## config.mk

```make
export PLATFORM = sky130hd
export DESIGN_NAME = boot_selector
export DESIGN_NICKNAME = d
export VERILOG_FILES = /design/src/rtl/bootsel_pkg.sv /design/src/rtl/bootsel_timer.sv /design/src/rtl/boot_selector.sv
export SDC_FILE = /design/constraint.sdc
export NUM_CORES = 1
export LEC_CHECK = 0
export BUFFER_PORTS_ARGS = -buffer_cell sky130_fd_sc_hd__buf_2
export CELL_PAD_IN_SITES_DETAIL_PLACEMENT = 1
export CELL_PAD_IN_SITES_GLOBAL_PLACEMENT = 2
export CORE_MARGIN = 2
export CORE_UTILIZATION = 36
export CTS_CLUSTER_DIAMETER = 30
export DETAILED_ROUTE_END_ITERATION = 10
export PLACE_DENSITY_LB_ADDON = 0.1
export RECOVER_POWER = 50
export SYNTH_ARGS = -nofsm -noshare
export SYNTH_HDL_FRONTEND = slang
export SYNTH_HIERARCHICAL = 1
export SYNTH_SLANG_ARGS = --single-unit
```

## constraint.sdc

```tcl
create_clock -name clk -period 2.37 [get_ports clk]
set_input_delay 0.5925 -clock clk [delete_from_list [all_inputs] [get_ports clk]]
set_output_delay 0.5925 -clock clk [all_outputs]
set_load 0.02 [all_outputs]
```

## src/rtl/bootsel_pkg.sv

```systemverilog
// Shared definitions for the boot-image selector: FSM state encoding and a
// width helper for the image index.
package bootsel_pkg;

  typedef enum logic [2:0] {
    ST_START    = 3'd0,
    ST_WAIT     = 3'd1,
    ST_SEL      = 3'd2,
    ST_SEL_WAIT = 3'd3,
    ST_LOCK     = 3'd4,
    ST_BOOT     = 3'd5
  } state_t;

  // Bits needed to index n items, never less than one.
  function automatic int clog2(input int n);
    int w;
    w = 1;
    while ((1 << w) < n) w++;
    return w;
  endfunction

endpackage

```

## src/rtl/bootsel_timer.sv

```systemverilog
// Released-button timer for the boot selector. Counts cycles of released
// button and produces a one-cycle tick at either the re-arm or the select
// timeout, chosen by rearm_mode. A pressed button holds the timer at zero.
module bootsel_timer #(
  parameter int TMO_SEL_LOG   = 23,
  parameter int TMO_REARM_LOG = 17
) (
  input  logic clk,
  input  logic rst,
  input  logic btn_v,
  input  logic rearm_mode,
  output logic tick
);

  localparam int TW = ((TMO_SEL_LOG > TMO_REARM_LOG) ? TMO_SEL_LOG : TMO_REARM_LOG) + 1;

  logic [TW-1:0] timer;

  assign tick = rearm_mode ? timer[TMO_REARM_LOG] : timer[TMO_SEL_LOG];

  // Count released cycles; restart on press or after each tick.
  always_ff @(posedge clk) begin
    if (rst || !btn_v || tick) timer <= '0;
    else                       timer <= timer + 1'b1;
  end

endmodule

```

## src/rtl/boot_selector.sv

```systemverilog
// Boot-image selection core: button-driven select / re-arm / timeout FSM,
// flash-lock handshake and warm-boot select/trigger generation.
// Optional build macro BOOTSEL_LONGPRESS_EN: a long press undoes the press
// that started it and boots immediately.
module boot_selector
  import bootsel_pkg::*;
#(
  parameter int N_IMG         = 4,
  parameter int DEF_IMG       = 2,
  parameter int DFU_IMG       = 1,
  parameter int SKIP_IMG      = 0,
  parameter int TMO_SEL_LOG   = 23,
  parameter int TMO_REARM_LOG = 17,
  parameter int LONG_LOG      = 24,
  localparam int SEL_W        = clog2(N_IMG)
) (
  input  logic             clk,
  input  logic             rst,
  input  logic             btn_v,
  input  logic             btn_f,
  output logic             lock_go,
  input  logic             lock_rdy,
  output logic [SEL_W-1:0] boot_sel,
  output logic             boot_now,
  output logic             in_sel
);

  state_t           state, state_nxt;
  logic [SEL_W-1:0] sel_nxt;
  logic             skip_lock, skip_nxt;
  logic             tick;
  logic             long_hit;

  assign in_sel = (state == ST_WAIT) || (state == ST_SEL) || (state == ST_SEL_WAIT);

  bootsel_timer #(
    .TMO_SEL_LOG  (TMO_SEL_LOG),
    .TMO_REARM_LOG(TMO_REARM_LOG)
  ) u_timer (
    .clk       (clk),
    .rst       (rst),
    .btn_v     (btn_v),
    .rearm_mode(state == ST_SEL_WAIT),
    .tick      (tick)
  );

`ifdef BOOTSEL_LONGPRESS_EN
  logic [LONG_LOG:0] hold;
  logic [SEL_W-1:0]  prev_sel;

  assign long_hit = hold[LONG_LOG];

  // Hold counter: cycles of pressed button while in select mode.
  always_ff @(posedge clk) begin
    if (rst || btn_v || !((state == ST_SEL) || (state == ST_SEL_WAIT))) hold <= '0;
    else if (!long_hit)                                                  hold <= hold + 1'b1;
  end

  // Remember the image before each increment so a long press can undo it.
  // Loading it in ST_WAIT makes an undo before any increment a no-op.
  always_ff @(posedge clk) begin
    if (state == ST_WAIT)                            prev_sel <= SEL_W'(DFU_IMG);
    else if ((state == ST_SEL) && btn_f && !long_hit) prev_sel <= boot_sel;
  end
`else
  assign long_hit = 1'b0;
`endif

  // Next-state, next image index and skip-lock decision.
  always_comb begin
    state_nxt = state;
    sel_nxt   = boot_sel;
    skip_nxt  = skip_lock;
    case (state)
      ST_START: state_nxt = btn_v ? ST_LOCK : ST_WAIT;
      ST_WAIT: begin
        sel_nxt = SEL_W'(DFU_IMG);
        if (btn_v) state_nxt = ST_SEL_WAIT;
      end
      ST_SEL: begin
        if (long_hit) begin
`ifdef BOOTSEL_LONGPRESS_EN
          sel_nxt   = prev_sel;
`endif
          state_nxt = skip_lock ? ST_BOOT : ST_LOCK;
        end else if (btn_f) begin
          state_nxt = ST_SEL_WAIT;
          sel_nxt   = (boot_sel == SEL_W'(N_IMG - 1)) ? '0 : boot_sel + 1'b1;
          if (boot_sel == SEL_W'(SKIP_IMG)) skip_nxt = 1'b1;
        end else if (tick) begin
          state_nxt = skip_lock ? ST_BOOT : ST_LOCK;
        end
      end
      ST_SEL_WAIT: begin
        if (long_hit) begin
`ifdef BOOTSEL_LONGPRESS_EN
          sel_nxt   = prev_sel;
`endif
          state_nxt = skip_lock ? ST_BOOT : ST_LOCK;
        end else if (tick) begin
          state_nxt = ST_SEL;
        end
      end
      ST_LOCK: if (lock_rdy) state_nxt = ST_BOOT;
      ST_BOOT: state_nxt = ST_BOOT;
      default: state_nxt = ST_START;
    endcase
  end

  // State, image index, lock request pulse and registered boot trigger.
  always_ff @(posedge clk) begin
    if (rst) begin
      state     <= ST_START;
      boot_sel  <= SEL_W'(DEF_IMG);
      boot_now  <= 1'b0;
      lock_go   <= 1'b0;
      skip_lock <= 1'b0;
    end else begin
      state     <= state_nxt;
      boot_sel  <= sel_nxt;
      boot_now  <= (state == ST_BOOT);
      lock_go   <= (state_nxt == ST_LOCK) && (state != ST_LOCK);
      skip_lock <= skip_nxt;
    end
  end

endmodule

```

==> results.toml, run 1 <==
[synth]
register_bit_count_reported_by_yosys = 32
synth.net_count = 185
synthesis.area_per_instance_um2 = 8.61
post_synth_num_cell_types = 42
synth_edf_count = 0
async_flop_share = 0
syn-cell-area_um2 = 1520
yosysSeqAreaShare = 0.420
yosysWarningCount = 6
synth_flop_cell = "sky130_fd_sc_hd__dfxtp_1"
syn-instance-count = 177

[global_routing]
grt_start_max_net_pins = 23
grt_usage = 0.152
via_count_of_the_first_global_routing_pass = 1263
total_global_routing_overflow = 0
number_of_antenna_violations_at_the_first_check_in_global_routing = 0
grt_pass1_wl_mm = 5.86

[timing]
finalMaxSlewViolations = 0
max-slew-margin-rel = 0.768
fin_worst_skew_ps = 10.1
period_needed_ps = 2040
slew_worst_pin_ps = 345
finalCritPeriodShare = 0.860
final-setup-viol-count = 0
final_hold_violation_count = 0
fin_setup_tns_ps = 0
setup_repair_after_global_routing_missed_its_margin = "false"
max_freq_mhz = 490

[routing]
detail_route.drc_violations = 0
route.vias.total = 1254
avgRoutedWirePerCell_um = 13.6
first_iter_violations = 50
vias_per_cell = 5.25
postRouteWirelength_mm = 3.25
drt_pre_antenna_iters = 4
antenna_violating_nets_post_route = 0

[status]
status = "finished, final reports clean"

[place]
gp_congestion = 0.791
hpwlAfterDp_mm = 2.36
numPlacedInstances = 231
port_buffers = 9

[critical_path]
timing.setup.critical_path_class = "flip-flop to flip-flop"
timing.critical_path.max_delay_family = "simple AND/OR/NAND/NOR gates"
cp.buffers_inverters = 0
critical_path.cell_chain = "ha_1, nand2_1, or4_4, or4_1, a21oi_1"
timing.critical_path.slowest_stage_cell = "sky130_fd_sc_hd__or4_1"
start_kind = "flip-flop"
worst-endpoint-required_ps = 2580
regToRegSetupSlack_ps = 330
critPathCapture = "u_timer/timer[22]"
reg2reg_to = "u_timer/timer[22]"
endpoint_kind = "flip-flop"
worstReg2RegStart = "u_timer/timer[0]"
worst_setup_path_startpoint = "u_timer/timer[0]"
slowest_delay_ps = 520
path_depth = 5
worst-path-max-fanout = 12
crit_arrival_ps = 2250
worst_r2r_path_depth = 5

[clocking]
worstSkewPairLatency_ps = 280
cts.repair_timing.setup_buffer_count = 0
cts_made_buffers = 5
clk_pin_slew_ps = 70
post_cts_hold_buffer_count = 0
cts_tree = "yes"
cts.sink_count = 32
post_cts.resized_instances = 0
clockBufferDepth = 2
cts.root.buffer_cell = "sky130_fd_sc_hd__clkbuf_8"
cts_htree_levels = 2

[pwr]
power_density_nw_per_um2 = 660
leakage_nw = 0.550
irDropWorstVdd_v = 0.000306

[flow_run]
maxCapViolations = 0

[finish]
area_delta_synth_final_pct = 9.69
layout.filler_cells = 492
ff_latch_area_um2 = 641
nets = 196
drive_gt1_frac = 0.116
antennaDiodeCount = 0
multiInputGateArea_um2 = 791
final_cells = 239

[floorplanning]
design.core.area_um2 = 4030
die_area_um2 = 4770
io_pins = 10
floorplan.die.width_um = 69.1
initial_core_utilization = 0.378
placementRows = 23
fp.dieH_um = 69.1

[worst_hold_path]
holdCritPathClass = "flip-flop to flip-flop"
cells in the final DEF (no fill, tap or decap), types with 5 or more instances in the layout:
| master | netlist | final |
|---|---|---|
| sky130_fd_sc_hd__clkbuf_1 | 3 | 6 |
| sky130_fd_sc_hd__or3_1 | 9 | 9 |
| sky130_fd_sc_hd__nor2_1 | 18 | 18 |
| sky130_fd_sc_hd__inv_1 | 6 | 6 |
| sky130_fd_sc_hd__a21oi_1 | 21 | 21 |
| sky130_fd_sc_hd__o21ai_0 | 12 | 12 |
| sky130_fd_sc_hd__dfxtp_1 | 32 | 32 |
| sky130_fd_sc_hd__nand2_1 | 7 | 7 |
| sky130_fd_sc_hd__nand3_1 | 11 | 11 |
| sky130_fd_sc_hd__nor3_1 | 6 | 7 |
| sky130_fd_sc_hd__clkbuf_8 | 1 | 6 |
| sky130_fd_sc_hd__nand2b_1 | 4 | 5 |
| sky130_fd_sc_hd__xnor2_1 | 5 | 5 |
cell families after synthesis:
kind of cell | synth area share
and+or+nand+nor | 0.287
AOI/OAI and AO/OA | 0.157
DFF | 0.420
buffers and inverters | 0.0525
xor gates and xnor gates | 0.0517
adders and majority gates | 0.0246
muxes | 0.00739
worst min-delay path by stage:
stage                            from           endpoint  slack, ps  cells past startpoint
floorplan                   skip_lock          skip_lock        440                      2
global placement     u_timer/timer[0]   u_timer/timer[0]        460                      1
detailed placement          skip_lock          skip_lock        480                      2
CTS                         skip_lock          skip_lock        500                      2
global route        u_timer/timer[18]  u_timer/timer[18]        520                      2
finish                      skip_lock          skip_lock        490                      2
stage by stage:
| stage | total power, mW | utilization | cell area (µm²) | setup slack, ps | hold WS (ps) |
|---|---|---|---|---|---|
| floorplan | 0.660 | - | 1520 | 576 | 438 |
| global placement | 0.687 | 0.396 | 1600 | 432 | 465 |
| detailed placement | 0.693 | 0.396 | 1600 | 356 | 478 |
| CTS | 1.13 | 0.420 | 1690 | 319 | 497 |
| global route | 1.17 | 0.415 | 1670 | 175 | 523 |
| finish | 1.10 | 0.415 | 1670 | 331 | 485 |
routing by layer:
metal  global-route usage  wire, µm
met5                    0         0
met4               0.0588        52
met3               0.0439        82
met2                0.233      1520
met1                0.201      1590
cell usage after synthesis (2+ instances only):
library cell / n / area share
sky130_fd_sc_hd__nand4_1: 4 / 0.016
sky130_fd_sc_hd__clkbuf_1: 3 / 0.0074
sky130_fd_sc_hd__a21oi_1: 21 / 0.069
sky130_fd_sc_hd__o21ai_0: 12 / 0.039
sky130_fd_sc_hd__inv_1: 6 / 0.015
sky130_fd_sc_hd__nand2b_1: 4 / 0.016
sky130_fd_sc_hd__or3_1: 9 / 0.037
sky130_fd_sc_hd__or4_4: 2 / 0.015
sky130_fd_sc_hd__xor2_1: 4 / 0.023
sky130_fd_sc_hd__and2_1: 2 / 0.0082
sky130_fd_sc_hd__buf_6: 2 / 0.015
sky130_fd_sc_hd__nand3_1: 11 / 0.036
sky130_fd_sc_hd__or3_2: 2 / 0.0098
sky130_fd_sc_hd__nand2_1: 7 / 0.017
sky130_fd_sc_hd__and4_1: 2 / 0.011
sky130_fd_sc_hd__nor2_1: 18 / 0.044
sky130_fd_sc_hd__nor3_1: 6 / 0.020
sky130_fd_sc_hd__ha_1: 3 / 0.025
sky130_fd_sc_hd__xnor2_1: 5 / 0.029
sky130_fd_sc_hd__dfxtp_1: 32 / 0.42
worst min-delay path, stage by stage, from the launching register on:
cell	delay (ps)
sky130_fd_sc_hd__dfxtp_1	330
sky130_fd_sc_hd__a21oi_1	50
sky130_fd_sc_hd__nor2_1	70
registers in the layout, summed over array words and instances, names as in the netlist:
register and cells:
state 3, lock_go 1, u_timer/timer 24, skip_lock 1, boot_sel 2, boot_now 1
cell type report:
class | instances | area share
Clock buffer | 7 | 0.0516
Tap cell | 50 | 0.0374
Clock inverter | 1 | 0.00449
Inverter | 6 | 0.0135
Multi-Input combinational cell | 131 | 0.473
Sequential cell | 32 | 0.383
Timing Repair Buffer | 12 | 0.0367
report_power, final:
| part | total, mW | internal, mW | switching [mW] |
|---|---|---|---|
| clock network | 0.431 | 0.236 | 0.195 |
| logic | 0.107 | 0.0408 | 0.0665 |
| registers | 0.565 | 0.552 | 0.0133 |
No activity file was read; power rests on OpenSTA's default activity.
==> run 2: changes to the inputs <==
- CORE_UTILIZATION: 36 -> 38
- CTS_BUF_LIST: not set -> sky130_fd_sc_hd__clkbuf_8
==> run 2 against run 1 <==
Net effect: sequential share of layout area decreased by 0.40 points; critical path depth unchanged; combinational power about the same; final area increased by 1.0%; total power increased by 7.3%; register-to-register slack improved by 20 ps; critical endpoint unchanged; largest cell class unchanged; highest routed layer unchanged.
==> results.toml, run 2 (synthesis results as in run 1) <==
[timing]
fin_worst_skew_ps = 6.52
max_freq_mhz = 494
slew_worst_pin_ps = 352
period_needed_ps = 2020
finalCritPeriodShare = 0.854
max-slew-margin-rel = 0.763
setup_repair_after_global_routing_missed_its_margin = "false"
finalMaxSlewViolations = 0
final-setup-viol-count = 0
final_hold_violation_count = 0
fin_setup_tns_ps = 0

[floorplanning]
fp.dieH_um = 67.3
io_pins = 10
die_area_um2 = 4530
design.core.area_um2 = 3940
placementRows = 23
initial_core_utilization = 0.387
floorplan.die.width_um = 67.3

[finish]
max_flop_register = "u_timer/timer"
area_delta_synth_final_pct = 10.8
reg.largest.list = "u_timer/timer (24), state (3), boot_sel (2)"
layout_common_cells = "sky130_fd_sc_hd__dfxtp_1 (32), sky130_fd_sc_hd__a21oi_1 (21), sky130_fd_sc_hd__nor2_1 (18)"
finish.instance_area_um2 = 1690
final_common_cell = "sky130_fd_sc_hd__dfxtp_1"
nets = 196
drive_gt1_frac = 0.122
antennaDiodeCount = 0
largest_register_ffs = 24

[critical_path]
start_kind = "flip-flop"
endpoint_kind = "flip-flop"
timing.critical_path.slowest_stage_cell = "sky130_fd_sc_hd__or4_1"
worst-path-max-fanout = 12
slowest_delay_ps = 520
crit_arrival_ps = 2240
critical_path.cell_chain = "ha_1, nand2_1, or4_4, or4_1, a21oi_1"
timing.setup.critical_path_class = "flip-flop to flip-flop"
worst-endpoint-required_ps = 2580

[worst_hold_path]
holdCritPathClass = "flip-flop to flip-flop"

[global_routing]
grt_pass1_wl_mm = 5.54
grt_usage = 0.163
via_count_of_the_first_global_routing_pass = 1307
total_global_routing_overflow = 0
grt_start_max_net_pins = 23
number_of_antenna_violations_at_the_first_check_in_global_routing = 0

[clocking]
cts_made_buffers = 5
worstSkewPairLatency_ps = 280
cts_tree = "yes"
cts.root.buffer_cell = "sky130_fd_sc_hd__clkbuf_8"
cts.repair_timing.setup_buffer_count = 0
clk_pin_slew_ps = 70
clockBufferDepth = 2
post_cts_hold_buffer_count = 0
post_cts.resized_instances = 0
cts.sink_count = 32
cts_htree_levels = 2

[pwr]
leakage_nw = 0.560
power_density_nw_per_um2 = 701
irDropWorstVdd_v = 0.000382

[status]
status = "finished, final reports clean"

[routing]
antenna_violating_nets_post_route = 0
drt_pre_antenna_iters = 3
route.vias.total = 1268
first_iter_violations = 38
avgRoutedWirePerCell_um = 13.1
postRouteWirelength_mm = 3.13
vias_per_cell = 5.31
detail_route.drc_violations = 0

[flow_run]
maxCapViolations = 0

[place]
port_buffers = 9
hpwlAfterDp_mm = 2.33
gp_congestion = 0.771
dpl_cell_area_um2 = 1600
-- run 2: changes by cell type in the layout (fill, tap and decap cells not counted), sizes merged --
cell / change
clkinv: +1
bufinv: +1
clkbuf: -2
-- run 2: power breakdown --
group / internal (mW) / leakage (nW) / switching, mW
Sequential: 0.552 / 0.259 / 0.0133
Combinational: 0.0408 / 0.247 / 0.0661
Clock: 0.311 / 0.0541 / 0.201
-- run 2: path summary, 6_finish.rpt --
path / startpoint / endpoint / slack, ps / cells after the start
worst max-delay path: u_timer/timer[0] / u_timer/timer[22] / 350 / 5
worst min-delay path: skip_lock / skip_lock / 490 / 2
worst max register to register: u_timer/timer[0] / u_timer/timer[22] / 350 / 5
worst min register to register: skip_lock / skip_lock / 490 / 2
-- run 2: critical path, delay by kind of cell (launching register included) --
kind                       cells  cell delay, ps
and+or+nand+nor                3            1160
adders and majority gates      1             240
AOI/OAI and AO/OA              1             150
DFF                            1             420
-- run 2: metal layers --
metal,part of all wire,vias up,GRT usage
li1,-,645,-
met1,0.47,606,0.187
met2,0.49,11,0.281
met3,0.025,6,0.0467
met4,0.018,0,0.0740
met5,0,-,0
-- run 2: cell type report --
type	instances	area, µm²
fill	465	2250
multi-input combinational	131	791
sequential	32	641
clock buffer	5	68.8
tap	50	62.6
timing repair buffer	12	61.3
clock inverter	3	42.5
inverter	6	22.5
-- run 2: through the flow --
step | worst slack [ps] | util | instances | total power [mW] | hold WS, ps
2_1_floorplan | 576 | - | 177 | 0.660 | 438
3_3_place_gp | 437 | 0.405 | 231 | 0.686 | 464
3_5_place_dp | 355 | 0.405 | 231 | 0.692 | 474
4_1_cts | 327 | 0.433 | 239 | 1.21 | 501
5_1_grt | 136 | 0.428 | 239 | 1.25 | 543
6_report | 346 | 0.428 | 239 | 1.18 | 495
==> run 3: changes to the inputs <==
- clock period: 2.37 -> 2.1 ns (I/O delays scaled with it)
==> run 3 against run 2 <==
Net effect: worst hold slack improved by 1.0 ps; fmax increased by 0.61%; cell count increased by 1.3%; register-to-register slack got worse by 260 ps; via count increased by 2.9%.
==> results.toml, run 3 (synthesis results as in run 1) <==
[global_routing]
number_of_antenna_violations_at_the_first_check_in_global_routing = 0
via_count_of_the_first_global_routing_pass = 1253
grt_start_max_net_pins = 23
grt_pass1_wl_mm = 5.55
total_global_routing_overflow = 0
grt_usage = 0.163

[finish]
antennaDiodeCount = 0
final_common_cell = "sky130_fd_sc_hd__dfxtp_1"
ff_latch_area_um2 = 642
final_core_util = 0.435
reg.largest.list = "u_timer/timer (24), state (3), boot_sel (2)"
nets = 199
largest_register_ffs = 24
area_delta_synth_final_pct = 12.5
layout.filler_cells = 477
finish.instance_area_um2 = 1710
max_flop_register = "u_timer/timer"
layout_common_cells = "sky130_fd_sc_hd__dfxtp_1 (31), sky130_fd_sc_hd__a21oi_1 (21), sky130_fd_sc_hd__nor2_1 (18)"
multiInputGateArea_um2 = 796
drive_gt1_frac = 0.146

[critical_path]
worst-endpoint-required_ps = 2310
slowest_delay_ps = 600
crit_arrival_ps = 2220
start_kind = "flip-flop"
timing.setup.critical_path_class = "flip-flop to flip-flop"
endpoint_kind = "flip-flop"
worst-path-max-fanout = 8
cp.buffers_inverters = 0
timing.critical_path.max_delay_family = "simple AND/OR/NAND/NOR gates"
timing.critical_path.slowest_stage_cell = "sky130_fd_sc_hd__or4_4"
critical_path.cell_chain = "ha_2, nand2_2, or4_4, or4_1, a21oi_1"

[routing]
antenna_violating_nets_post_route = 0
postRouteWirelength_mm = 3.28
first_iter_violations = 35
detail_route.drc_violations = 0
drt_pre_antenna_iters = 4
route.vias.total = 1305
avgRoutedWirePerCell_um = 13.5
vias_per_cell = 5.39

[clocking]
clockBufferDepth = 2
post_cts_hold_buffer_count = 0
clk_pin_slew_ps = 70
cts_htree_levels = 2
cts_tree = "yes"
worstSkewPairLatency_ps = 280
cts_made_buffers = 5
cts.sink_count = 32
cts.root.buffer_cell = "sky130_fd_sc_hd__clkbuf_8"

[timing]
setup_repair_after_global_routing_missed_its_margin = "false"
finalCritPeriodShare = 0.958
fin_setup_tns_ps = 0
finalMaxSlewViolations = 0
final_hold_violation_count = 0
period_needed_ps = 2010
fin_worst_skew_ps = 3.49
max-slew-margin-rel = 0.718
slew_worst_pin_ps = 423
max_freq_mhz = 497
final-setup-viol-count = 0

[floorplanning]
design.core.area_um2 = 3940
placementRows = 23
fp.dieH_um = 67.3
floorplan.die.width_um = 67.3
initial_core_utilization = 0.387
die_area_um2 = 4530
io_pins = 10

[place]
dpl_cell_area_um2 = 1610
hpwlAfterDp_mm = 2.46
port_buffers = 9
gp_congestion = 0.816

[pwr]
leakage_nw = 0.570
irDropWorstVdd_v = 0.000299
power_density_nw_per_um2 = 782
total_power_mw = 1.34

[status]
status = "finished, final reports clean"

[worst_hold_path]
holdCritPathClass = "flip-flop to flip-flop"

[flow_run]
maxCapViolations = 0
-- run 3: final cells by class --
cell class / instances / share of cell area
clock buffer: 5 / 0.0401
clock inverter: 3 / 0.0248
inverter: 6 / 0.0131
multi-input combinational: 131 / 0.464
sequential: 32 / 0.374
tap: 50 / 0.0365
timing repair buffer: 15 / 0.0467
-- run 3: worst paths after layout --
kind / slack [ps] / startpoint / to / depth (start not counted)
setup reg to reg: 90 / u_timer/timer[1] / u_timer/timer[22] / 5
hold / removal: 500 / u_timer/timer[18] / u_timer/timer[18] / 2
hold reg to reg: 500 / u_timer/timer[18] / u_timer/timer[18] / 2
setup / recovery: 90 / u_timer/timer[1] / u_timer/timer[22] / 5
-- run 3: worst reg2reg max path: cells and delay by family (launching register included) --
kind | cells | cell delay, ps
compound gates | 1 | 150
fa+ha+maj | 1 | 210
flops | 1 | 360
simple gates | 3 | 1210
-- run 3: timing repair --
item / 4_1_cts / 5_1_grt
buffers inserted: 0 / 1
endpoints found under the setup margin: 0 / 1
hold endpoints to repair: 0 / 0
resized for setup: 0 / 3
-- run 3: routing by layer --
metal | wire (µm) | track usage
met5 | 0 | 0
met4 | 25 | 0.0612
met3 | 100 | 0.0450
met2 | 1650 | 0.283
met1 | 1500 | 0.189
-- run 3: power by group --
group	internal [mW]	switching, mW	leakage, nW
Clock	0.351	0.229	0.0541
Combinational	0.0472	0.0786	0.256
Sequential	0.623	0.0114	0.260
-- run 3: per-stage QoR --
stage          hold slack [ps]  std cells  worst slack (ps)
2_1_floorplan              438        177               306
3_3_place_gp               465        233               190
3_5_place_dp               477        233              72.8
4_1_cts                    496        241              58.1
5_1_grt                    512        242              9.92
6_report                   496        242              88.6
